[config.mk]
export PLATFORM = sky130hd
export DESIGN_NAME = dot_product_accumulator
export DESIGN_NICKNAME = d
export VERILOG_FILES = /design/src/rtl/mm_pkg.sv /design/src/rtl/dot_product_accumulator.sv
export SDC_FILE = /design/constraint.sdc
export NUM_CORES = 1
export LEC_CHECK = 0
export CELL_PAD_IN_SITES_DETAIL_PLACEMENT = 0
export CELL_PAD_IN_SITES_GLOBAL_PLACEMENT = 1
export CORE_UTILIZATION = 45
export CTS_BUF_LIST = sky130_fd_sc_hd__clkbuf_4
export CTS_CLUSTER_SIZE = 24
export DETAILED_ROUTE_END_ITERATION = 10
export PLACE_DENSITY = 0.86
export SYNTH_ARGS = -nofsm -noshare
export SYNTH_HDL_FRONTEND = slang
export SYNTH_SLANG_ARGS = --single-unit
[constraint.sdc]
create_clock -name clk_i -period 10.3 [get_ports clk_i]
set_input_delay 2.06 -clock clk_i [delete_from_list [all_inputs] [get_ports clk_i]]
set_output_delay 2.06 -clock clk_i [all_outputs]
set_load 0.05 [all_outputs]
[src/rtl/mm_pkg.sv]
// Shared definitions for the matrix-multiplier datapath: accumulator FSM
// states, a constant-foldable ceiling-log2 and the default datapath sizes.
package mm_pkg;

    typedef enum logic {
        IDLE = 1'b0,
        ACC  = 1'b1
    } state_e;

    localparam int MM_PROD_W  = 64;
    localparam int MM_N_TERMS = 4;

    // Ceiling log2; clog2(1) = 0 so a single-term build needs no growth bits.
    function automatic int clog2(input int value);
        int r;
        r = 0;
        for (int v = value - 1; v > 0; v = v >>> 1) begin
            r = r + 1;
        end
        return r;
    endfunction

endpackage

[src/rtl/dot_product_accumulator.sv]
// Sums N_TERMS consecutive unsigned products from the multiplier into one
// dot-product element and presents it with a single-cycle done pulse.
module dot_product_accumulator
    import mm_pkg::*;
#(
    parameter int PROD_W  = MM_PROD_W,
    parameter int N_TERMS = MM_N_TERMS,
    parameter int ACC_W   = PROD_W + clog2(N_TERMS)
) (
    input  logic              clk_i,
    input  logic              reset_i,
    input  logic              start_i,
    input  logic [PROD_W-1:0] product_i,
    input  logic              do_i,
    output logic [ACC_W-1:0]  sum_o,
    output logic              done_o,
    output logic              busy_o
);

    localparam int               CNT_W    = clog2(N_TERMS) + 1;
    localparam logic [CNT_W-1:0] LAST_CNT = CNT_W'(N_TERMS);

    state_e             state_q, state_d;
    logic [ACC_W-1:0]   acc_q, acc_d;
    logic [ACC_W-1:0]   sum_q, sum_d;
    logic [CNT_W-1:0]   cnt_q, cnt_d;
    logic               done_q, done_d;

    logic               accept;
    logic [ACC_W-1:0]   acc_base, acc_next;
    logic [CNT_W-1:0]   cnt_base, cnt_next;

    always_comb begin
        // A start discards any partial sum, so the term it carries (if any)
        // is added onto zero rather than onto the old accumulator.
        accept   = do_i && (start_i || (state_q == ACC));
        acc_base = start_i ? '0 : acc_q;
        cnt_base = start_i ? '0 : cnt_q;
        acc_next = acc_base + ACC_W'(product_i);
        cnt_next = cnt_base + CNT_W'(1);

        state_d = state_q;
        acc_d   = acc_q;
        cnt_d   = cnt_q;
        sum_d   = sum_q;
        done_d  = 1'b0;

        if (start_i) begin
            state_d = ACC;
            acc_d   = '0;
            cnt_d   = '0;
        end

        if (accept) begin
            if (cnt_next == LAST_CNT) begin
                sum_d   = acc_next;
                done_d  = 1'b1;
                state_d = IDLE;
                acc_d   = '0;
                cnt_d   = '0;
            end else begin
                state_d = ACC;
                acc_d   = acc_next;
                cnt_d   = cnt_next;
            end
        end
    end

    always_ff @(posedge clk_i or posedge reset_i) begin
        if (reset_i) begin
            state_q <= IDLE;
            acc_q   <= '0;
            cnt_q   <= '0;
            sum_q   <= '0;
            done_q  <= 1'b0;
        end else begin
            state_q <= state_d;
            acc_q   <= acc_d;
            cnt_q   <= cnt_d;
            sum_q   <= sum_d;
            done_q  <= done_d;
        end
    end

    assign sum_o  = sum_q;
    assign done_o = done_q;
    assign busy_o = (state_q == ACC);

endmodule

Word-level counts from Yosys, hierarchy flattened
Cells that the tools add are included.

Word-level logic and storage cells: 23. Bits of input ports: 68. Register bits: 137. Output and inout bits: 68.

Equal/unequal tests: 1. Reduce and logical (&&, ||, !) cells: 4. $add $sub $neg: 2. Multiplexer cells: 11.

Operators with widths (count): $mux 66 (3); $add 66x64->66 (1); $mux 3 (3); $mux 1 (5); $add 3x1->3 const B (1); $eq 3x3->1 const B (1); $reduce_and 2->1 (1); $reduce_bool 2->1 (1); $logic_and 1x1->1 (1); $logic_or 1x1->1 (1).

Depth between registers and ports, before layout
Gate-level depths: netlist (run 1).

Depth in word-level cells: 5. Depth in mapped cells: 15. Depth with buffers taken out: 14.

Worst setup path after synthesis (run 1)
No wires, ideal clock.

Path type: input to register. Start point: in start_i. End point: reg acc_q[50]. Setup slack: 5121 ps. Cell stages on the path: 15. Buffers on the path: 1. Library setup time: 150 ps. Data arrival time: 5029 ps. Path through: clkbuf_1 nor2b_1 ha_1 inv_1 fa_1 nand2b_1 a21oi_1 o211ai_1 a21oi_4 a31oi_2 o31ai_2 a21oi_1 a211oi_2 mux2i_1 o311ai_0.

Longest elaborated chain between the ends: 5.

Ends and longest elaborated chain: start, declared (RTL line dot_product_accumulator.sv:12) `input logic start_i,`; branches (longest 4 deep; another with $add 66x64->66); $mux 66 (*) (RTL line dot_product_accumulator.sv:54) `if (accept) begin`; named net acc_d[50] (RTL line dot_product_accumulator.sv:24) `logic [ACC_W-1:0] acc_q, acc_d;`; end signal, assigned (RTL line dot_product_accumulator.sv:72) `acc_q <= '0;`; end signal, assigned (RTL line dot_product_accumulator.sv:78) `acc_q <= acc_d;`; end, declared (RTL line dot_product_accumulator.sv:24).

Mark *: on every way through the listed nets, which the timed path passes. A chain may end at the register's enable or synchronous reset.

Worst setup path in the final report (run 1)
Ends and elaborated chain as after synthesis.

==> results of run 1 <==
[cell type report]
| type | count | area, um2 | area share |
|---|---|---|---|
| multi-input cells | 893 | 5610 | 0.503 |
| flip-flops and latches | 137 | 3430 | 0.307 |
| repair buffers | 139 | 1380 | 0.123 |
| well taps | 270 | 338 | 0.0303 |
| clock inverters | 14 | 173 | 0.0155 |
| clock buffers | 18 | 135 | 0.0121 |
| inverters | 22 | 87.6 | 0.00785 |
| diodes | 2 | 5.00 | 0.000449 |
[registers in the layout (all words and copies together), names as in the netlist]
register and flops:
acc_q 66, busy_o 1, cnt_q 3, done_o 1, sum_o 66
[report_power, final]
part / internal, mW / leakage, nW / switching, mW
Combinational: 0.443 / 2.91 / 0.821
Clock: 0.172 / 0.153 / 0.222
Sequential: 0.702 / 1.77 / 0.0682
[how the worst max path moves through the flow]
stage           endpoint  slack, ns  depth (start not counted)
3_3_place_gp   acc_q[50]       4.33                         16
4_1_cts        acc_q[50]       4.84                         16
2_1_floorplan   acc_q[0]       4.57                          1
5_1_grt        acc_q[50]       4.46                         16
3_5_place_dp   acc_q[50]       4.26                         16
6_report       acc_q[50]       4.84                         16
[kinds of logic after synthesis]
logic type,synth area share
AND/OR/NAND/NOR,0.199
AO/OA/AOI/OAI,0.248
flip-flops,0.365
buffers and inverters,0.0394
adder cells (fa/ha/maj),0.0914
XOR/XNOR,0.0541
multiplexers,0.00320
[layer usage]
metal	vias up	track usage	share of wire	wire length, um
met5	-	0	0	0
met4	0	0.0542	0.010	240
met3	17	0.0281	0.035	838
met2	169	0.368	0.45	10700
met1	3783	0.332	0.51	12000
li1	4098	-	-	-
[worst reg2reg max path: cells and delay by family, from the launching register on]
family | cells | cell delay (ns)
adder cells (fa/ha/maj) | 2 | 0.61
AND/OR/NAND/NOR | 2 | 0.34
flip-flops | 1 | 0.34
AO/OA/AOI/OAI | 8 | 2.00
buffers and inverters | 1 | 0.07
multiplexers | 1 | 0.20
[through the flow]
step / utilization / worst slack, ns / instance area, um2
after floorplan: - / 4.57 / 9390
after global placement: 0.532 / 4.33 / 10800
after detailed placement: 0.532 / 4.26 / 10800
after CTS: 0.547 / 4.84 / 11100
after global routing: 0.548 / 4.46 / 11200
final: 0.548 / 4.84 / 11200
[cell usage in the layout (no fill, tap or decap), drive strengths merged, types with 12 or more instances in the layout]
master         Yosys  final
clkbuf            45     18
dfrtp            137    137
inv               21     24
nand4             20     20
o21bai            20     20
o21ai            169    169
a21oi             86     86
a21o              32     32
nor2b             74     74
ha                67     67
nand2            192    192
nand3             12     12
xor2              25     25
clkdlybuf4s50      0    134
xnor2             33     33
nor2              42     42
nor3              15     15
==> flow_metrics.py, run 1 <==
metrics = {
    "logic_synthesis": {
        "avgSynthCellArea_um2": 8.45,
        "yosys-top-cells-area": "dfrtp_1 37%, ha_1 8.9%, o21ai_0 8.5%",
        "synthCells": 1111,
        "synth_top_cell_area_share": 0.365,
        "netlist_top_cells_count": "192 x nand2_1, 159 x o21ai_0, 137 x dfrtp_1",
        "synth_warnings": 0,
        "yosysMostFrequentCell": "nand2_1",
        "synth-edff-count": 0,
        "yosysSeqAreaShare": 0.365,
        "syn_nets": 1247,
        "synth_area_leader_cell": "dfrtp_1",
        "ys_types": 67,
        "synthFlopType": "dfrtp_1",
        "synth_area_um2": 9390,
        "ys_seq_elements": 137,
        "ys_async_sr_fraction": 1.00,
    },
    "floorplan": {
        "dieArea_um2": 21400,
        "num_rows": 52,
        "core-area_um2": 20400,
        "initial_core_util": 0.461,
        "die_y_um": 146,
        "die_w_um": 146,
        "pin_count": 136,
    },
    "grt": {
        "gr-total-overflow": 0,
        "grt_max_degree": 130,
        "antenna_found_initial": 1,
        "grt_pass1_wl_mm": 40.1,
        "grt_pass1_vias": 7855,
        "grt_usage": 0.231,
    },
    "critical_path": {
        "critPathTopFamily": "compound AO/OA/AOI/OAI gates",
        "cpMaxStageDelayCell": "o31ai_2",
        "rr_worst_depth": 14,
        "critPathLaunchType": "input pin",
        "worstPathRequired_ns": 10.70,
        "cp.arrival_ns": 5.86,
        "slowest_delay_ns": 0.55,
        "cp_max_fo": 71,
        "path_class": "in2reg",
        "crit_chain": "buf_2 > buf_4 > nor2b_1 > ha_1 > inv_1 > fa_1 > nand2b_1 > a21oi_1 > o211ai_1 > a21oi_4 > a31oi_2 > o31ai_2 > a21oi_1 > a211oi_2 > mux2i_1 > o311ai_0",
        "end_kind": "register",
        "r2r_end": "acc_q[50]",
        "r2r_start": "acc_q[0]",
        "crit_buf_inv": 3,
        "cp_common_cell": "a21oi_1",
        "crit_start": "start_i",
        "regToRegSetupSlack_ns": 6.58,
    },
    "job": {
        "drv_cap": 0,
    },
    "layout": {
        "syn2layout_area_growth_pct": 18.8,
        "drive_gt1_frac": 0.0523,
        "layout.cells.non_filler": 1495,
        "nets": 1346,
        "n_fill_cell": 1974,
    },
    "placement": {
        "port_buffers": 135,
        "dp.cells": 1461,
        "place.gp.congestion": 0.873,
        "dp_hpwl_mm": 17.0,
    },
    "sta": {
        "worst_slew_pin_slew_ns": 1.13,
        "fmax_ghz": 0.183,
        "tns_ns": 0,
        "period_share": 0.530,
        "fin_hold_ws_ns": 0.492,
        "fin_worst_skew_ns": 0.0169,
        "slew_headroom": 0.248,
        "setup_viol": 0,
        "rsz0062_at_grt": "no",
        "hold_viol_final": 0,
        "fin_crit_ns": 5.46,
        "drv_slew": 0,
    },
    "detailed_routing": {
        "drt-total-wl_mm": 23.7,
        "drt-initial-drc-count": 444,
        "ant_nets": 0,
        "route.detailed.drc": 0,
        "dr.pass1.iters": 4,
        "vias": 8067,
        "wl_per_cell_um": 15.9,
        "vias_per_cell": 5.40,
    },
    "power": {
        "p_leak_nw": 4.84,
        "p_per_area_nw_per_um2": 218,
        "vdd.ir_drop.worst_uv": 106,
        "power_mw": 2.43,
    },
    "clock_network": {
        "cts_setup_buffers": 0,
        "clock_sinks": 137,
        "clk_path_buf_depth": 2,
        "h-tree-depth": 4,
        "cts_tree": "yes",
        "cts_hold_buf": 0,
        "post_cts_resized": 0,
        "numCtsBuffers": 17,
        "clockRootBuffer": "clkbuf_4",
        "clk_pin_slew_ns": 0.14,
        "clkLatencyLatePin_ns": 0.55,
    },
    "hold_path": {
        "min_from": "sum_o[48]",
        "hold_path_end": "sum_o[48]",
        "hp-class": "reg2reg",
        "hold_depth": 2,
    },
    "outcome": {
        "run_status": "complete, no violations",
    },
}
Power figures use the tool's default switching activity.
==> run 2: changes to the inputs <==
--- a/config.mk
+++ b/config.mk
@@ -7,11 +7,11 @@
 export LEC_CHECK = 0
 export CELL_PAD_IN_SITES_DETAIL_PLACEMENT = 0
 export CELL_PAD_IN_SITES_GLOBAL_PLACEMENT = 1
-export CORE_UTILIZATION = 45
+export CORE_UTILIZATION = 39
 export CTS_BUF_LIST = sky130_fd_sc_hd__clkbuf_4
 export CTS_CLUSTER_SIZE = 24
 export DETAILED_ROUTE_END_ITERATION = 10
-export PLACE_DENSITY = 0.86
+export PLACE_DENSITY = 0.79
 export SYNTH_ARGS = -nofsm -noshare
 export SYNTH_HDL_FRONTEND = slang
 export SYNTH_SLANG_ARGS = --single-unit
==> constraint.sdc (replaced) <==
create_clock -name clk_i -period 4.8 [get_ports clk_i]
set_input_delay 0.96 -clock clk_i [delete_from_list [all_inputs] [get_ports clk_i]]
set_output_delay 0.96 -clock clk_i [all_outputs]
set_load 0.05 [all_outputs]
==> flow_metrics.py, run 2 (same netlist as run 1, synthesis figures left out) <==
metrics = {
    "outcome": {
        "run_status": "complete, no violations",
    },
    "clock_network": {
        "cts_hold_buf": 0,
        "clk_pin_slew_ns": 0.12,
        "clk_path_buf_depth": 2,
        "clock_sinks": 137,
        "clkLatencyLatePin_ns": 0.56,
        "h-tree-depth": 4,
        "clockRootBuffer": "clkbuf_4",
        "numCtsBuffers": 17,
        "cts_tree": "yes",
        "post_cts_resized": 0,
        "cts_setup_buffers": 0,
    },
    "layout": {
        "drive_gt1_frac": 0.0576,
        "syn2layout_area_growth_pct": 20.1,
        "nets": 1355,
        "fin_area_um2": 11300,
        "layout.cells.non_filler": 1552,
        "layout_commonest_cell": "nand2_1",
        "final_cell_mix": "191 x nand2_1, 158 x o21ai_0, 137 x dfrtp_1",
    },
    "sta": {
        "fin_hold_ws_ns": 0.486,
        "setup_viol": 0,
        "period_share": 0.823,
        "drv_slew": 0,
        "tns_ns": 0,
        "hold_viol_final": 0,
        "worst_slew_pin_slew_ns": 0.860,
        "slew_headroom": 0.427,
        "setup_ws_ns": 0.849,
        "rsz0062_at_grt": "no",
        "fmax_ghz": 0.253,
        "fin_crit_ns": 3.95,
        "fin_worst_skew_ns": 0.0174,
    },
    "placement": {
        "place.gp.congestion": 0.851,
        "dp_hpwl_mm": 18.6,
        "dp.cells": 1519,
        "port_buffers": 135,
        "dp_slack_ns": 0.266,
        "dpl_cell_area_um2": 11000,
    },
    "power": {
        "vdd.ir_drop.worst_uv": 256,
        "p_leak_nw": 4.88,
        "p_per_area_nw_per_um2": 458,
    },
    "grt": {
        "antenna_found_initial": 1,
        "gr-total-overflow": 0,
        "grt_pass1_wl_mm": 41.2,
        "grt_pass1_vias": 7968,
        "grt_usage": 0.213,
        "grt_max_degree": 92,
    },
    "critical_path": {
        "slowest_delay_ns": 0.47,
        "crit_chain": "clkdlybuf4s50_1 > ha_1 > inv_1 > fa_1 > nand2b_1 > a21oi_1 > o211ai_1 > a21oi_4 > a31oi_2 > o31ai_2 > a21oi_1 > a211oi_2 > mux2i_1 > o311ai_0",
        "critPathLaunchType": "input pin",
        "critPathTopFamily": "compound AO/OA/AOI/OAI gates",
        "cp_max_fo": 3,
        "cp_common_cell": "a21oi_1",
        "crit_buf_inv": 2,
        "cp.arrival_ns": 4.37,
        "end_kind": "register",
        "cpMaxStageDelayCell": "clkdlybuf4s50_1",
        "worstPathRequired_ns": 5.21,
        "path_class": "in2reg",
    },
    "detailed_routing": {
        "route.detailed.drc": 0,
        "wl_per_cell_um": 16.2,
        "drt-initial-drc-count": 452,
        "vias_per_cell": 5.23,
        "drt-total-wl_mm": 25.2,
        "vias": 8120,
        "dr.pass1.iters": 6,
        "ant_nets": 0,
    },
    "job": {
        "drv_cap": 0,
    },
    "floorplan": {
        "num_rows": 56,
        "dieArea_um2": 24700,
        "pin_count": 136,
        "core-area_um2": 23500,
        "initial_core_util": 0.399,
        "die_y_um": 157,
        "die_w_um": 157,
    },
    "hold_path": {
        "hp-class": "reg2reg",
    },
}
run 2: cell types whose count changed in the layout (fill, tap and decap cells not counted), sizes merged:
cell,previous run,this run
clkinv,5,9
clkinvlp,4,3
buf,5,14
clkbuf,18,19
diode,2,1
inv,24,21
bufinv,3,2
run 2: per-layer routing:
layer / up-vias / track usage / wire length (um)
li1: 4130 / - / -
met1: 3798 / 0.301 / 12500
met3: 17 / 0.0358 / 1080
met4: 0 / 0.0439 / 223
met2: 175 / 0.340 / 11400
met5: - / 0 / 0
run 2: path summary, 6_finish.rpt:
| kind | startpoint | end | slack, ns | cells after the start |
|---|---|---|---|---|
| hold reg to reg | sum_o[0] | sum_o[0] | 0.49 | 2 |
| hold / removal | sum_o[0] | sum_o[0] | 0.49 | 2 |
| max in group asynchronous | reset_i | acc_q[8] | 3.14 | 3 |
| setup / recovery | product_i[0] | acc_q[50] | 0.85 | 14 |
| min in group asynchronous | reset_i | sum_o[29] | 0.91 | 2 |
| setup reg to reg | acc_q[0] | acc_q[50] | 1.20 | 14 |
run 2: power by group:
group	switching, mW	internal, mW
logic	1.77	0.965
clock network	0.465	0.315
registers	0.154	1.51
total	2.39	2.79
run 2: final cells by class:
class	instances	area, um2
diodes	1	2.50
clock buffers	19	143
clock inverters	13	130
fillers	2370	12300
inverters	22	87.6
multi-input cells	893	5610
flip-flops and latches	137	3430
well taps	319	399
repair buffers	148	1480
run 2: through the flow:
step	utilization	total power [mW]
finish	0.479	5.17
global route	0.479	5.51
CTS	0.479	5.21
detailed placement	0.468	4.42
global placement	0.468	4.40
floorplan	-	3.58
run 2: worst reg2reg max path: stages, from the launching register on:
cell and delay (ns):
dfrtp_1 0.33, nor2b_1 0.17, ha_1 0.22, inv_1 0.07
fa_1 0.39, nand2b_1 0.17, a21oi_1 0.19, o211ai_1 0.20
a21oi_4 0.23, a31oi_2 0.17, o31ai_2 0.47, a21oi_1 0.18
a211oi_2 0.34, mux2i_1 0.21, o311ai_0 0.12
==> run 3: changes to the inputs <==
--- a/config.mk
+++ b/config.mk
@@ -7,11 +7,11 @@
 export LEC_CHECK = 0
 export CELL_PAD_IN_SITES_DETAIL_PLACEMENT = 0
 export CELL_PAD_IN_SITES_GLOBAL_PLACEMENT = 1
-export CORE_UTILIZATION = 39
+export CORE_UTILIZATION = 43
 export CTS_BUF_LIST = sky130_fd_sc_hd__clkbuf_4
 export CTS_CLUSTER_SIZE = 24
 export DETAILED_ROUTE_END_ITERATION = 10
-export PLACE_DENSITY = 0.79
+export PLACE_DENSITY = 0.82
 export SYNTH_ARGS = -nofsm -noshare
 export SYNTH_HDL_FRONTEND = slang
 export SYNTH_SLANG_ARGS = --single-unit
==> constraint.sdc (replaced) <==
create_clock -name clk_i -period 3.7 [get_ports clk_i]
set_input_delay 0.74 -clock clk_i [delete_from_list [all_inputs] [get_ports clk_i]]
set_output_delay 0.74 -clock clk_i [all_outputs]
set_load 0.05 [all_outputs]
==> flow_metrics.py, run 3 (same netlist as run 1, synthesis figures left out) <==
metrics = {
    "outcome": {
        "run_status": "complete, no violations",
    },
    "layout": {
        "syn2layout_area_growth_pct": 31.8,
        "layout_commonest_cell": "nand2_1",
        "drive_gt1_frac": 0.154,
        "final_cell_mix": "191 x nand2_1, 158 x o21ai_0, 149 x buf_4",
        "nets": 1497,
        "n_fill_cell": 1994,
    },
    "critical_path": {
        "r2r_end": "acc_q[50]",
        "cp.arrival_ns": 3.87,
        "regToRegSetupSlack_ns": 0.34,
        "rr_worst_depth": 14,
        "r2r_start": "acc_q[0]",
        "path_class": "in2reg",
        "cp_max_fo": 3,
        "critPathLaunchType": "input pin",
        "crit_start": "product_i[0]",
        "endpoint": "acc_q[50]",
        "worstPathRequired_ns": 4.10,
        "end_kind": "register",
    },
    "clock_network": {
        "clk_path_buf_depth": 2,
        "numCtsBuffers": 17,
        "clk_pin_slew_ns": 0.12,
        "clock_sinks": 137,
        "post_cts_resized": 0,
        "cts_setup_buffers": 0,
        "clkLatencyLatePin_ns": 0.56,
        "h-tree-depth": 4,
        "clockRootBuffer": "clkbuf_4",
        "cts_tree": "yes",
        "cts_hold_buf": 0,
    },
    "detailed_routing": {
        "drt-initial-drc-count": 473,
        "wl_per_cell_um": 15.7,
        "drt-total-wl_mm": 25.8,
        "route.detailed.drc": 0,
        "ant_nets": 0,
        "dr.pass1.iters": 5,
        "vias": 8695,
        "vias_per_cell": 5.27,
    },
    "power": {
        "vdd.ir_drop.worst_uv": 346,
        "clkPwrFrac": 0.158,
        "p_leak_nw": 5.61,
        "power_switching_mw": 3.17,
        "p_int_mw": 4.02,
        "switching_share": 0.441,
        "seqPwrFrac": 0.298,
        "p_comb_frac": 0.544,
        "p_per_area_nw_per_um2": 581,
    },
    "grt": {
        "antenna_found_initial": 1,
        "gr-total-overflow": 0,
        "grt_pass1_wl_mm": 42.8,
        "grt_pass1_vias": 8467,
        "grt_usage": 0.240,
        "grt_max_degree": 138,
    },
    "sta": {
        "worst_slew_pin_slew_ns": 0.741,
        "fin_crit_ns": 3.47,
        "rsz0062_at_grt": "no",
        "fin_worst_skew_ns": 0.0215,
        "tns_ns": 0,
        "setup_viol": 0,
        "slew_headroom": 0.506,
        "hold_viol_final": 0,
        "fmax_ghz": 0.288,
        "fin_hold_ws_ns": 0.486,
        "period_share": 0.937,
        "drv_slew": 0,
    },
    "placement": {
        "port_buffers": 135,
        "place.gp.congestion": 0.884,
        "dp_hpwl_mm": 19.3,
    },
    "floorplan": {
        "core-area_um2": 21200,
        "pin_count": 136,
        "num_rows": 53,
        "dieArea_um2": 22400,
        "die_w_um": 150,
        "die_y_um": 150,
        "initial_core_util": 0.443,
    },
    "hold_path": {
        "hp-class": "reg2reg",
        "hold_depth": 2,
    },
    "job": {
        "drv_cap": 0,
    },
}
==> run 3: changes by cell type in the layout (fill, tap and decap cells not counted) <==
cell,change
clkinv_4,-1
bufinv_16,+2
buf_4,+139
clkinv_2,-1
clkbuf_4,-1
buf_12,+3
o31ai_4,+1
o31ai_2,-1
==> run 3: worst min path at each step <==
stage	start	to
5_1_grt	sum_o[0]	sum_o[0]
6_report	sum_o[0]	sum_o[0]
3_3_place_gp	sum_o[7]	sum_o[7]
4_1_cts	sum_o[0]	sum_o[0]
2_1_floorplan	cnt_q[2]	cnt_q[2]
3_5_place_dp	sum_o[0]	sum_o[0]
==> run 3: final cells by class <==
class,instances,area (um2),area share
timing repair buffer,290,2580,0.209
clock buffer,18,135,0.0109
clock inverter,13,178,0.0144
tap,275,344,0.0278
sequential,137,3430,0.277
antenna,1,2.50,0.000202
multi-input combinational,893,5620,0.454
inverter,22,86.3,0.00697
==> run 3: power groups by stage <==
stage	clock (mW)	combinational [mW]	sequential, mW
after global placement	0	3.87	2.18
final	1.14	3.91	2.15
after CTS	1.16	3.92	2.15
after floorplan	0	1.48	3.17
after detailed placement	0	3.90	2.18
after global routing	1.23	4.23	2.20
==> run 3: per-layer routing <==
metal / GRT usage / share of wire
met5: 0 / 0
met4: 0.0626 / 0.013
met1: 0.342 / 0.50
met3: 0.0274 / 0.035
met2: 0.385 / 0.46
==> run 3: worst max-delay path, cell delays in order <==
cell	delay, ns
clkdlybuf4s50_1	0.46
ha_1	0.19
inv_1	0.06
fa_1	0.37
nand2b_1	0.17
a21oi_1	0.19
o211ai_1	0.19
a21oi_4	0.22
a31oi_2	0.15
o31ai_4	0.32
a21oi_1	0.16
a211oi_2	0.29
mux2i_1	0.20
o311ai_0	0.14
==> run 3: through the flow <==
step	setup slack, ns	util	power [mW]	area, um2	std cells
2_1_floorplan	-0.0712	-	4.65	9400	1111
3_3_place_gp	-0.228	0.568	6.04	12100	1617
3_5_place_dp	-0.298	0.568	6.07	12100	1617
4_1_cts	0.267	0.583	7.24	12400	1648
5_1_grt	0.0697	0.583	7.66	12400	1649
6_report	0.232	0.583	7.19	12400	1649
